## config.mk

```make
export PLATFORM = sky130hd
export DESIGN_NAME = comb_gates_100b_deser
export DESIGN_NICKNAME = d
export VERILOG_FILES = /design/src/rtl/comb_gates_100b_deser.sv
export SDC_FILE = /design/constraint.sdc
export NUM_CORES = 1
export LEC_CHECK = 0
export CAP_MARGIN = 20
export CORE_MARGIN = 3
export CORE_UTILIZATION = 25
export DETAILED_ROUTE_END_ITERATION = 8
export PLACE_DENSITY_LB_ADDON = 0.25
export SYNTH_ARGS = -nofsm -noshare
export SYNTH_HDL_FRONTEND = slang
export SYNTH_SLANG_ARGS = --single-unit
```

## constraint.sdc

```tcl
create_clock -name clk -period 1.7 [get_ports clk]
set_input_delay 0.34 -clock clk [delete_from_list [all_inputs] [get_ports clk]]
set_output_delay 0.34 -clock clk [all_outputs]
set_load 0.03 [all_outputs]
```

## src/rtl/comb_gates_100b_deser.sv

```systemverilog
// comb_gates_100b_deser: beat-to-word deserializer feeding the pairwise stage.
// Collects NBITS/CHUNK beats LSB-first, then holds the word until accepted.
//
// Ports:
//   clk      - clock, rising edge
//   reset_n  - asynchronous active-low reset
//   clear    - synchronous discard of partial or held word
//   in_val   - input beat valid
//   in_rdy   - input beat ready
//   in_      - input beat data, CHUNK bits
//   out_val  - assembled word valid
//   out_rdy  - consumer ready
//   out_     - assembled word; beat k sits at [k*CHUNK +: CHUNK]
module comb_gates_100b_deser #(
    parameter int NBITS = 100,
    parameter int CHUNK = 10
) (
    input  logic             clk,
    input  logic             reset_n,
    input  logic             clear,
    input  logic             in_val,
    output logic             in_rdy,
    input  logic [CHUNK-1:0] in_,
    output logic             out_val,
    input  logic             out_rdy,
    output logic [NBITS-1:0] out_
);

    localparam int NBEATS = NBITS / CHUNK;
    localparam int CW     = (NBEATS > 1) ? $clog2(NBEATS) : 1;
    localparam logic [CW-1:0] LAST = CW'(NBEATS - 1);

    typedef enum logic {
        S_FILL,
        S_FULL
    } state_t;

    state_t           r_state;
    state_t           w_state_nxt;
    logic [CW-1:0]    r_cnt;
    logic [CW-1:0]    w_cnt_nxt;
    logic [CW-1:0]    w_idx;
    logic [NBITS-1:0] r_data;
    logic             w_beat_fire;
    logic             w_word_fire;
    logic             w_wr;

    always_comb begin
        w_state_nxt = r_state;
        w_cnt_nxt   = r_cnt;
        w_wr        = 1'b0;
        in_rdy      = 1'b1;
        out_val     = 1'b0;
        w_idx       = r_cnt;

        unique case (r_state)
            S_FILL: begin
                in_rdy  = 1'b1;
                out_val = 1'b0;
                w_idx   = r_cnt;
            end
            S_FULL: begin
                // A beat can only enter while the held word leaves,
                // and it then starts the next word at slice 0.
                in_rdy  = out_rdy;
                out_val = 1'b1;
                w_idx   = '0;
            end
        endcase

        w_beat_fire = in_val & in_rdy;
        w_word_fire = out_val & out_rdy;

        if (clear) begin
            w_state_nxt = S_FILL;
            w_cnt_nxt   = '0;
        end else begin
            if (w_word_fire) begin
                w_state_nxt = S_FILL;
                w_cnt_nxt   = '0;
            end
            if (w_beat_fire) begin
                w_wr = 1'b1;
                if (w_idx == LAST) begin
                    w_state_nxt = S_FULL;
                    w_cnt_nxt   = '0;
                end else begin
                    w_state_nxt = S_FILL;
                    w_cnt_nxt   = w_idx + 1'b1;
                end
            end
        end
    end

    always_ff @(posedge clk or negedge reset_n) begin
        if (!reset_n) begin
            r_state <= S_FILL;
            r_cnt   <= '0;
        end else begin
            r_state <= w_state_nxt;
            r_cnt   <= w_cnt_nxt;
        end
    end

    // Only the addressed slice is rewritten; other slices keep old bits.
    always_ff @(posedge clk or negedge reset_n) begin
        if (!reset_n) begin
            r_data <= '0;
        end else begin
            for (int k = 0; k < NBEATS; k++) begin
                if (w_wr && (w_idx == CW'(k))) begin
                    r_data[k*CHUNK +: CHUNK] <= in_;
                end
            end
        end
    end

    assign out_ = r_data;

endmodule

```

==> run summary, run 1 <==
Fin Setup TNS -> 0 ns
Clock Path Buffers -> 2
RSZ-0062 raised after global routing -> yes
Tcrit/Tclk final -> 98.9%
Post-synth ARST share -> 100%
Cell area after synthesis -> 4210 um2
FILL cells -> 1581
DR WL/cell -> 17.9 um
Worst-skew pair later-pin latency -> 0.34 ns
Largest net degree at the start of global routing -> 62
Number of cell rows -> 46
Area of the multi-input gates -> 1480 um2
Die height -> 136 um
Synth-to-layout area growth -> 45.8%
Clk pin slew, worst setup/hold paths -> 0.07 ns
Top area cells in the synthesized netlist -> dfrtp_1 62%, mux2_2 23%, mux2_1 4.0%
WL final -> 11.2 mm
Die area -> 18400 um2
Startpoint types -> register
1st-iter DRT viols -> 63
Via count -> 2691
Top cells by count, synth -> 105 x dfrtp_1, 85 x mux2_2, 15 x mux2_1, 10 x buf_1, 4 x nand3_2
Total gr overflow -> 0
Layout Nets -> 424
Clock sinks -> 105
Seq. cell area -> 2630 um2
Initial antenna violation count -> 0
Remaining DRCs -> 0
Yosys top cell by area -> dfrtp_1
TritonRoute pass-1 iters -> 4
Worst reg-to-reg path cell count -> 4
Placeable Area -> 16200 um2
Cells after synthesis -> 262
Power density cells -> 1080 nW/um2
Yosys cell types -> 33
Static Leakage -> 3.26 nW
Arrival time at the worst endpoint -> 1.90 ns
Total GRT Usage -> 12.7%
Syn nets -> 277
Final ANT Viol Nets -> 0
Final Power -> 6.66 mW
Syn Area/Cell -> 16.1 um2
TritonCTS Buffers -> 9
Least-Margin Pin Slew -> 0.435 ns
Number of enable flip-flop cells after synthesis -> 0
Worst slew margin -> 70.9%
Initial Utilization -> 26.0%
Crit end category -> register
# IOs -> 117
CTS root buffer -> clkbuf_16
Port buffer count -> 116
Layout Skew -> 0.00480 ns
Final setup fails -> 0
Min Tclk post-route -> 1.68 ns
Endpoints failing hold -> 0
Hold Path Class -> in -> async
Peak supply drop -> 0.000680 V
WS Path Type -> reg -> reg
Max Cap Viol -> 0
Critical path peak fanout -> 7
GP Congestion -> 0.768
Share of layout cells above drive strength 1 -> 37.3%
YS warnings -> 0
Slew Limit Fails -> 0
Post-DP HPWL -> 8.30 mm
Critical Path RT -> 1.92 ns
Most used DFF post-synth -> dfrtp_1
Count leader, synth -> dfrtp_1
FMAX -> 0.595 GHz
Global-route wire length before repair -> 17.2 mm
Antenna cells -> 0
Outcome -> completed
Min Hold Slack -> 0.341 ns
Die X -> 136 um
CTS tree -> built
H-tree depth -> 3
Vias/cell -> 4.28
Vias in the first global route -> 2776
Synth Register Bits -> 105
Top-area cell type share of the netlist area -> 62.4%
Post-synthesis sequential area ratio -> 62.4%
flip-flops by register name, indices dropped and copies added, names as in the netlist:
name     cells
out_       100
r_cnt        4
r_state      1
path summary, 6_finish.rpt:
check,from,endpoint,slack [ns]
min in group clk,out_[76],out_[76],0.48
max reg2reg,r_cnt[2],out_[35],0.02
min reg2reg,out_[76],out_[76],0.48
max in group asynchronous,reset_n,out_[32],0.84
max,r_cnt[2],out_[35],0.02
min,reset_n,out_[60],0.34
stage by stage:
| step | utilization (%) | std cells | worst slack [ns] | instance area [um2] |
|---|---|---|---|---|
| CTS | 37.9 | 628 | 0.0166 | 6130 |
| global placement | 36.4 | 610 | -0.348 | 5890 |
| floorplan | - | 262 | 0.0360 | 4210 |
| detailed placement | 36.4 | 610 | -0.362 | 5890 |
| finish | 38.0 | 629 | 0.0193 | 6140 |
| global route | 38.0 | 629 | -0.0296 | 6140 |
repair_timing:
item                                   4_1_cts  5_1_grt
resized for setup                          105        3
hold buffers                                 1        0
pin swaps                                    1        0
buffers inserted                             2        1
endpoints found under the hold margin       18        0
setup endpoints to repair                  136       42
critical path: stages, from the launching register on:
cell and delay (ns):
dfrtp_1 0.44, o21bai_2 0.32, and4b_2 0.34, buf_12 0.13, mux2_2 0.33
report_power, final:
part	internal (mW)	leakage [nW]	switching [mW]	total [mW]
combinational	0.544	1.70	0.908	1.45
sequential	2.78	1.40	0.150	2.93
clock	1.40	0.162	0.876	2.28
total	4.73	3.26	1.93	6.66
placed cells by master, fill, tap and decap left out, types with 2 or more instances in the layout:
cell type          n
nor3b_4            2
bufinv_16          2
dfrtp_1          103
clkdlybuf4s50_1   12
dlygate4sd2_1    102
buf_12             8
dfrtp_2            2
nand3_2            4
clkbuf_16          9
o21ai_0            2
buf_6              2
nor2_1             2
o211ai_4           3
nand2_1            2
buf_4             29
inv_1              2
mux2_2            85
mux2_1            15
clkbuf_8           3
a21oi_1            2
nand2b_1           2
cell families (layout without fill, tap and decap cells):
group                  Yosys count  count (layout)  synth area share (%)
AND/OR/NAND/NOR                 23              23                  4.75
multiplexers                   100             100                  26.7
AO/OA/AOI/OAI                   14              14                  3.54
flip-flops                     105             105                  62.4
buffers and inverters           20             171                  2.58
final cells by class:
| class | count | share of cell area [%] |
|---|---|---|
| multi-input combinational | 137 | 24.1 |
| inverter | 2 | 0.122 |
| sequential | 105 | 42.8 |
| clock inverter | 2 | 0.978 |
| timing repair buffer | 154 | 23.2 |
| tap | 216 | 4.40 |
| clock buffer | 13 | 4.40 |
per-layer routing:
| metal | global-route usage (%) | wire length [um] | share of wire (%) | vias up |
|---|---|---|---|---|
| li1 | - | - | - | 1234 |
| met1 | 16.4 | 5000 | 44 | 1373 |
| met2 | 20.4 | 5400 | 48 | 75 |
| met3 | 4.38 | 726 | 6.5 | 9 |
| met4 | 3.36 | 110 | 0.98 | 0 |
| met5 | 0 | 0 | 0 | - |
No activity file was read; power rests on OpenSTA's default activity.
==> inputs of run 2 (changes only) <==
==> constraint.sdc (replaced) <==
create_clock -name clk -period 1.8 [get_ports clk]
set_input_delay 0.36 -clock clk [delete_from_list [all_inputs] [get_ports clk]]
set_output_delay 0.36 -clock clk [all_outputs]
set_load 0.03 [all_outputs]
==> run summary, run 2 (synthesis gave the netlist of run 1 again) <==
Crit path max-delay family -> buffers and inverters (was flip-flops)
RSZ-0062 raised after global routing -> no (was yes)
TritonCTS Buffers -> 9 (unchanged)
Final ANT Viol Nets -> 0 (unchanged)
Clock sinks -> 105 (unchanged)
GP Congestion -> 0.787 (was 0.768)
Final std cells w/o fill -> 624 (was 629)
Dpl ws -> -0.286 ns (was -0.362 ns)
Global-route wire length before repair -> 17.6 mm (was 17.2 mm)
Arrival time at the worst endpoint -> 1.39 ns (was 1.90 ns)
Static Leakage -> 3.15 nW (was 3.26 nW)
Peak supply drop -> 0.000613 V (was 0.000680 V)
TritonRoute pass-1 iters -> 4 (unchanged)
Hold-fix buffers, CTS -> 0 (was 1)
Startpoint types -> register (unchanged)
Worst-skew pair later-pin latency -> 0.35 ns (was 0.34 ns)
WL final -> 11.4 mm (was 11.2 mm)
Critical Path Max Stage Delay -> 0.70 ns (was 0.44 ns)
FMAX -> 0.570 GHz
Vias/cell -> 4.31 (was 4.28)
Least-Margin Pin Slew -> 0.601 ns (was 0.435 ns)
Vias in the first global route -> 2849 (was 2776)
Critical path peak fanout -> 2 (was 7)
Power density cells -> 1020 nW/um2 (was 1080 nW/um2)
Slew Limit Fails -> 0 (unchanged)
Core Util, Final -> 38.3% (was 38.0%)
Via count -> 2687 (was 2691)
# placed instances -> 608 (was 610)
Most frequent cells in the layout -> 104 x dfrtp_1, 87 x clkdlybuf4s50_1, 85 x mux2_2, 30 x buf_4, 22 x dlymetal6s2s_1 (was 103 x dfrtp_1, 102 x dlygate4sd2_1, 85 x mux2_2, 29 x buf_4, 15 x mux2_1)
Outcome -> completed (unchanged)
Clock Path Buffers -> 2 (unchanged)
Layout Skew -> 0.0112 ns (was 0.00480 ns)
Max reg flops -> 100 (unchanged)
Post-CTS Setup Inserts -> 0 (was 2)
Remaining DRCs -> 0 (unchanged)
Endpoints failing hold -> 0 (unchanged)
Crit-path cells -> clkdlybuf4s50_1 (was o21bai_2 > and4b_2 > buf_12 > mux2_2)
# IOs -> 117 (unchanged)
WS Path Type -> reg -> out (was reg -> reg)
Critical Path RT -> 1.44 ns (was 1.92 ns)
Largest net degree at the start of global routing -> 106 (was 62)
Share of layout cells above drive strength 1 -> 35.8% (was 37.3%)
Commonest non-fill, non-tap cell in the layout -> dfrtp_1 (unchanged)
Total gr overflow -> 0 (unchanged)
H-tree depth -> 3 (unchanged)
Min Tclk post-route -> 1.75 ns
Clk pin slew, worst setup/hold paths -> 0.07 ns (about the same)
DR WL/cell -> 18.3 um (was 17.9 um)
Max Cap Viol -> 0 (unchanged)
CTS root buffer -> clkbuf_16 (unchanged)
Tcrit/Tclk final -> 97.4%
Die height -> 136 um (unchanged)
Die area -> 18400 um2 (unchanged)
Worst slew margin -> 59.9% (was 70.9%)
Crit end category -> output port (was register)
Initial antenna violation count -> 0 (unchanged)
Number of cell rows -> 46 (unchanged)
Port buffer count -> 116 (unchanged)
Initial Utilization -> 26.0% (unchanged)
Buf/Inv on CP -> 1 (unchanged)
Crit path max-delay cell type -> clkdlybuf4s50_1 (was dfrtp_1)
1st-iter DRT viols -> 85 (was 63)
Final setup margin -> 0.0469 ns (was 0.0193 ns)
Final Power -> 6.30 mW (was 6.66 mW)
Layout Nets -> 418 (was 424)
Synth-to-layout area growth -> 47.1% (was 45.8%)
CTS tree -> built (unchanged)
Hold Path Class -> in -> async (unchanged)
Antenna cells -> 0 (unchanged)
Placeable Area -> 16200 um2 (unchanged)
Total GRT Usage -> 13.0% (was 12.7%)
Post-DP HPWL -> 8.20 mm (was 8.30 mm)
Die X -> 136 um (unchanged)
Final setup fails -> 0 (unchanged)
run 2: changes by cell type in the layout (fill, tap and decap cells not counted), sizes merged:
cell,change
buf,-4
bufinv,-1
clkdlybuf4s50,+75
clkinvlp,+1
dlygate4sd2,-98
dlygate4sd3,-1
dlymetal6s2s,+22
inv,+1
run 2: path summary, 6_finish.rpt:
| kind | from | slack, ns | endpoint | cells past startpoint |
|---|---|---|---|---|
| worst max-delay path | out_[71] | 0.05 | out_[71] | 1 |
| worst min-delay path | reset_n | 0.04 | out_[87] | 2 |
| worst max register to register | r_state | 0.07 | out_[72] | 5 |
| worst min register to register | out_[78] | 0.49 | out_[78] | 1 |
| max in group asynchronous | reset_n | 1.27 | out_[5] | 2 |
| min in group clk | out_[78] | 0.49 | out_[78] | 1 |
run 2: timing repair:
| action | 4_1_cts | 5_1_grt |
|---|---|---|
| endpoints found under the hold margin | 0 | 0 |
| gates resized for setup | 4 | 23 |
| pin swaps | 0 | 0 |
| endpoints found under the setup margin | 4 | 37 |
run 2: where the power goes:
group	total, mW	switching (mW)	internal, mW
sequential	2.76	0.140	2.62
combinational	1.53	0.857	0.677
clock	2.00	0.842	1.16
run 2: area by class of cell:
class / instances / area (um2)
Clock buffer: 13 / 260
Tap cell: 216 / 270
Multi-Input combinational cell: 137 / 1480
Timing Repair Buffer: 148 / 1510
Fill cell: 1554 / 9980
Sequential cell: 105 / 2630
Inverter: 2 / 7.51
Clock inverter: 3 / 46.3
run 2: layer usage:
| metal | track usage (%) | up-vias | part of all wire [%] | wire, um |
|---|---|---|---|---|
| met4 | 2.52 | 0 | 0.87 | 99 |
| met5 | 0 | - | 0 | 0 |
| met1 | 16.5 | 1390 | 43 | 4860 |
| met3 | 5.91 | 7 | 7.4 | 842 |
| met2 | 20.4 | 73 | 49 | 5590 |
| li1 | - | 1217 | - | - |
run 2: per-stage QoR:
stage | instance area (um2) | setup TNS (ns) | hold slack (ns)
floorplan | 4210 | 0 | 0.0644
global placement | 5840 | -17.21 | 0.472
detailed placement | 5840 | -17.12 | 0.478
CTS | 6140 | 0 | 0.107
global route | 6190 | 0 | 0.101
finish | 6190 | 0 | 0.0418
==> inputs of run 3 (changes only) <==
--- a/config.mk
+++ b/config.mk
@@ -6,10 +6,13 @@
 export NUM_CORES = 1
 export LEC_CHECK = 0
 export CAP_MARGIN = 20
+export CELL_PAD_IN_SITES_DETAIL_PLACEMENT = 0
+export CELL_PAD_IN_SITES_GLOBAL_PLACEMENT = 1
 export CORE_MARGIN = 3
 export CORE_UTILIZATION = 25
 export DETAILED_ROUTE_END_ITERATION = 8
 export PLACE_DENSITY_LB_ADDON = 0.25
+export SLEW_MARGIN = 20
 export SYNTH_ARGS = -nofsm -noshare
 export SYNTH_HDL_FRONTEND = slang
 export SYNTH_SLANG_ARGS = --single-unit
==> run summary, run 3 (synthesis gave the netlist of run 1 again) <==
Endpoints failing hold -> 0 (unchanged)
Placed instance area -> 5810 um2 (was 5840 um2)
Via count -> 2723 (was 2687)
Core Util, Final -> 38.2% (was 38.3%)
Static Leakage -> 3.21 nW (was 3.15 nW)
WL final -> 11.6 mm (was 11.4 mm)
Critical path peak fanout -> 2 (unchanged)
Commonest non-fill, non-tap cell in the layout -> dfrtp_1 (unchanged)
Worst reg-to-reg path cell count -> 5 (unchanged)
Startpoint types -> register (unchanged)
Worst slew margin -> 68.4% (was 59.9%)
CTS tree -> built (unchanged)
Setup slack, reg-to-reg -> 0.11 ns (was 0.07 ns)
DR WL/cell -> 18.7 um (was 18.3 um)
Slew Limit Fails -> 0 (unchanged)
Buf/Inv on CP -> 1 (unchanged)
Net Switching -> 1.88 mW (was 1.84 mW)
Arrival time at the worst endpoint -> 1.40 ns (was 1.39 ns)
Sequential Power Share -> 44.7% (was 43.9%)
Worst setup path end -> out_[3] (was out_[71])
Comb power frac -> 24.4% (was 24.3%)
Vias in the first global route -> 3024 (was 2849)
Die area -> 18400 um2 (unchanged)
Area of the multi-input gates -> 1480 um2 (unchanged)
Crit path launch -> out_[3] (was out_[71])
Number of cell rows -> 46 (unchanged)
Port buffer count -> 116 (unchanged)
Share of layout cells above drive strength 1 -> 35.2% (was 35.8%)
Layout Skew -> 0.00821 ns (was 0.0112 ns)
Clk network pwr share -> 31.0% (was 31.8%)
1st-iter DRT viols -> 142 (was 85)
Design area -> 6170 um2 (was 6190 um2)
Most frequent cells in the layout -> 105 x dfrtp_1, 85 x mux2_2, 81 x clkdlybuf4s50_1, 27 x buf_4, 25 x dlymetal6s2s_1 (was 104 x dfrtp_1, 87 x clkdlybuf4s50_1, 85 x mux2_2, 30 x buf_4, 22 x dlymetal6s2s_1)
# placed instances -> 605 (was 608)
Largest net degree at the start of global routing -> 37 (was 106)
Sw Ratio -> 30.1% (was 29.2%)
Clk pin slew, worst setup/hold paths -> 0.07 ns (about the same)
Seq. cell area -> 2630 um2 (about the same)
Peak supply drop -> 0.000424 V (was 0.000613 V)
Total gr overflow -> 0 (unchanged)
Post-CTS Setup Inserts -> 0 (unchanged)
Critical Path Max Stage Delay -> 0.68 ns (was 0.70 ns)
Critical Path RT -> 1.44 ns (about the same)
Synth-to-layout area growth -> 46.5% (was 47.1%)
RR Startpoint -> r_state (unchanged)
Hold Path Class -> in -> async (unchanged)
WS Path Type -> reg -> out (unchanged)
Clock sinks -> 105 (unchanged)
Layout Nets -> 416 (was 418)
GP Congestion -> 0.776 (was 0.787)
Antenna cells -> 0 (unchanged)
Power density cells -> 1010 nW/um2 (was 1020 nW/um2)
Placeable Area -> 16200 um2 (unchanged)
Max reg flops -> 100 (unchanged)
Worst-skew pair later-pin latency -> 0.35 ns (about the same)
Initial Utilization -> 26.0% (unchanged)
Crit path depth -> 1 (unchanged)
RSZ-0062 raised after global routing -> no (unchanged)
Vias/cell -> 4.38 (was 4.31)
Final ANT Viol Nets -> 0 (unchanged)
Final setup fails -> 0 (unchanged)
H-tree depth -> 3 (unchanged)
# IOs -> 117 (unchanged)
Initial antenna violation count -> 0 (unchanged)
Clock Path Buffers -> 2 (unchanged)
Total GRT Usage -> 13.3% (was 13.0%)
Final std cells w/o fill -> 622 (was 624)
Crit-path cells -> clkdlybuf4s50_1 (unchanged)
FMAX -> 0.568 GHz (was 0.570 GHz)
TritonRoute pass-1 iters -> 3 (was 4)
Global-route wire length before repair -> 18.1 mm (was 17.6 mm)
Remaining DRCs -> 0 (unchanged)
Fin Setup TNS -> 0 ns (unchanged)
TritonCTS Buffers -> 9 (unchanged)
Crit path max-delay cell type -> clkdlybuf4s50_1 (unchanged)
FILL cells -> 1520 (was 1554)
Tcrit/Tclk final -> 97.8% (was 97.4%)
CTS root buffer -> clkbuf_16 (unchanged)
Least-Margin Pin Slew -> 0.471 ns (was 0.601 ns)
Die height -> 136 um (unchanged)
Min Tclk post-route -> 1.76 ns (was 1.75 ns)
Post-DP HPWL -> 8.43 mm (was 8.20 mm)
Outcome -> completed (unchanged)
P_int -> 4.35 mW (was 4.46 mW)
Die X -> 136 um (unchanged)
RR Endpoint -> out_[96] (was out_[72])
Crit end category -> output port (unchanged)
Crit path max-delay family -> buffers and inverters (unchanged)
Max Cap Viol -> 0 (unchanged)
==> run 3: timing repair <==
action / CTS / global route
endpoints found under the hold margin: 14 / 0
hold buffers: 1 / 0
setup endpoints to repair: 7 / 25
gates resized for setup: 7 / 25
==> run 3: layer usage <==
layer / track usage, % / wire [um]
met1: 17.2 / 5080
met2: 21.1 / 5710
met3: 4.49 / 655
met4: 4.20 / 181
met5: 0 / 0
==> run 3: cell type report <==
| type | count | share of cell area, % |
|---|---|---|
| sequential | 105 | 42.6 |
| timing repair buffer | 146 | 24.3 |
| multi-input combinational | 137 | 23.9 |
| clock buffer | 13 | 4.38 |
| tap | 216 | 4.38 |
| clock inverter | 3 | 0.365 |
| inverter | 2 | 0.122 |
==> run 3: power by group through the flow <==
stage / Sequential, mW / Clock, mW / Combinational (mW)
floorplan: 3.32 / 0 / 0.303
global placement: 2.84 / 0 / 1.55
detailed placement: 2.84 / 0 / 1.56
CTS: 2.79 / 2.01 / 1.56
global route: 2.82 / 2.11 / 1.60
finish: 2.78 / 1.93 / 1.52
==> run 3: how the worst min path moves through the flow <==
stage / to / slack, ns
4_1_cts: out_[77] / 0.41
6_report: out_[87] / 0.42
3_3_place_gp: out_[97] / 0.25
2_1_floorplan: out_[0] / 0.06
3_5_place_dp: out_[97] / 0.25
5_1_grt: out_[87] / 0.42
==> run 3: stage by stage <==
stage | hold slack, ns | worst slack [ns] | power [mW]
floorplan | 0.0644 | 0.0377 | 3.63
global placement | 0.254 | -0.281 | 4.39
detailed placement | 0.253 | -0.300 | 4.40
CTS | 0.413 | 0.000260 | 6.36
global route | 0.422 | 0.000505 | 6.52
finish | 0.422 | 0.0396 | 6.23
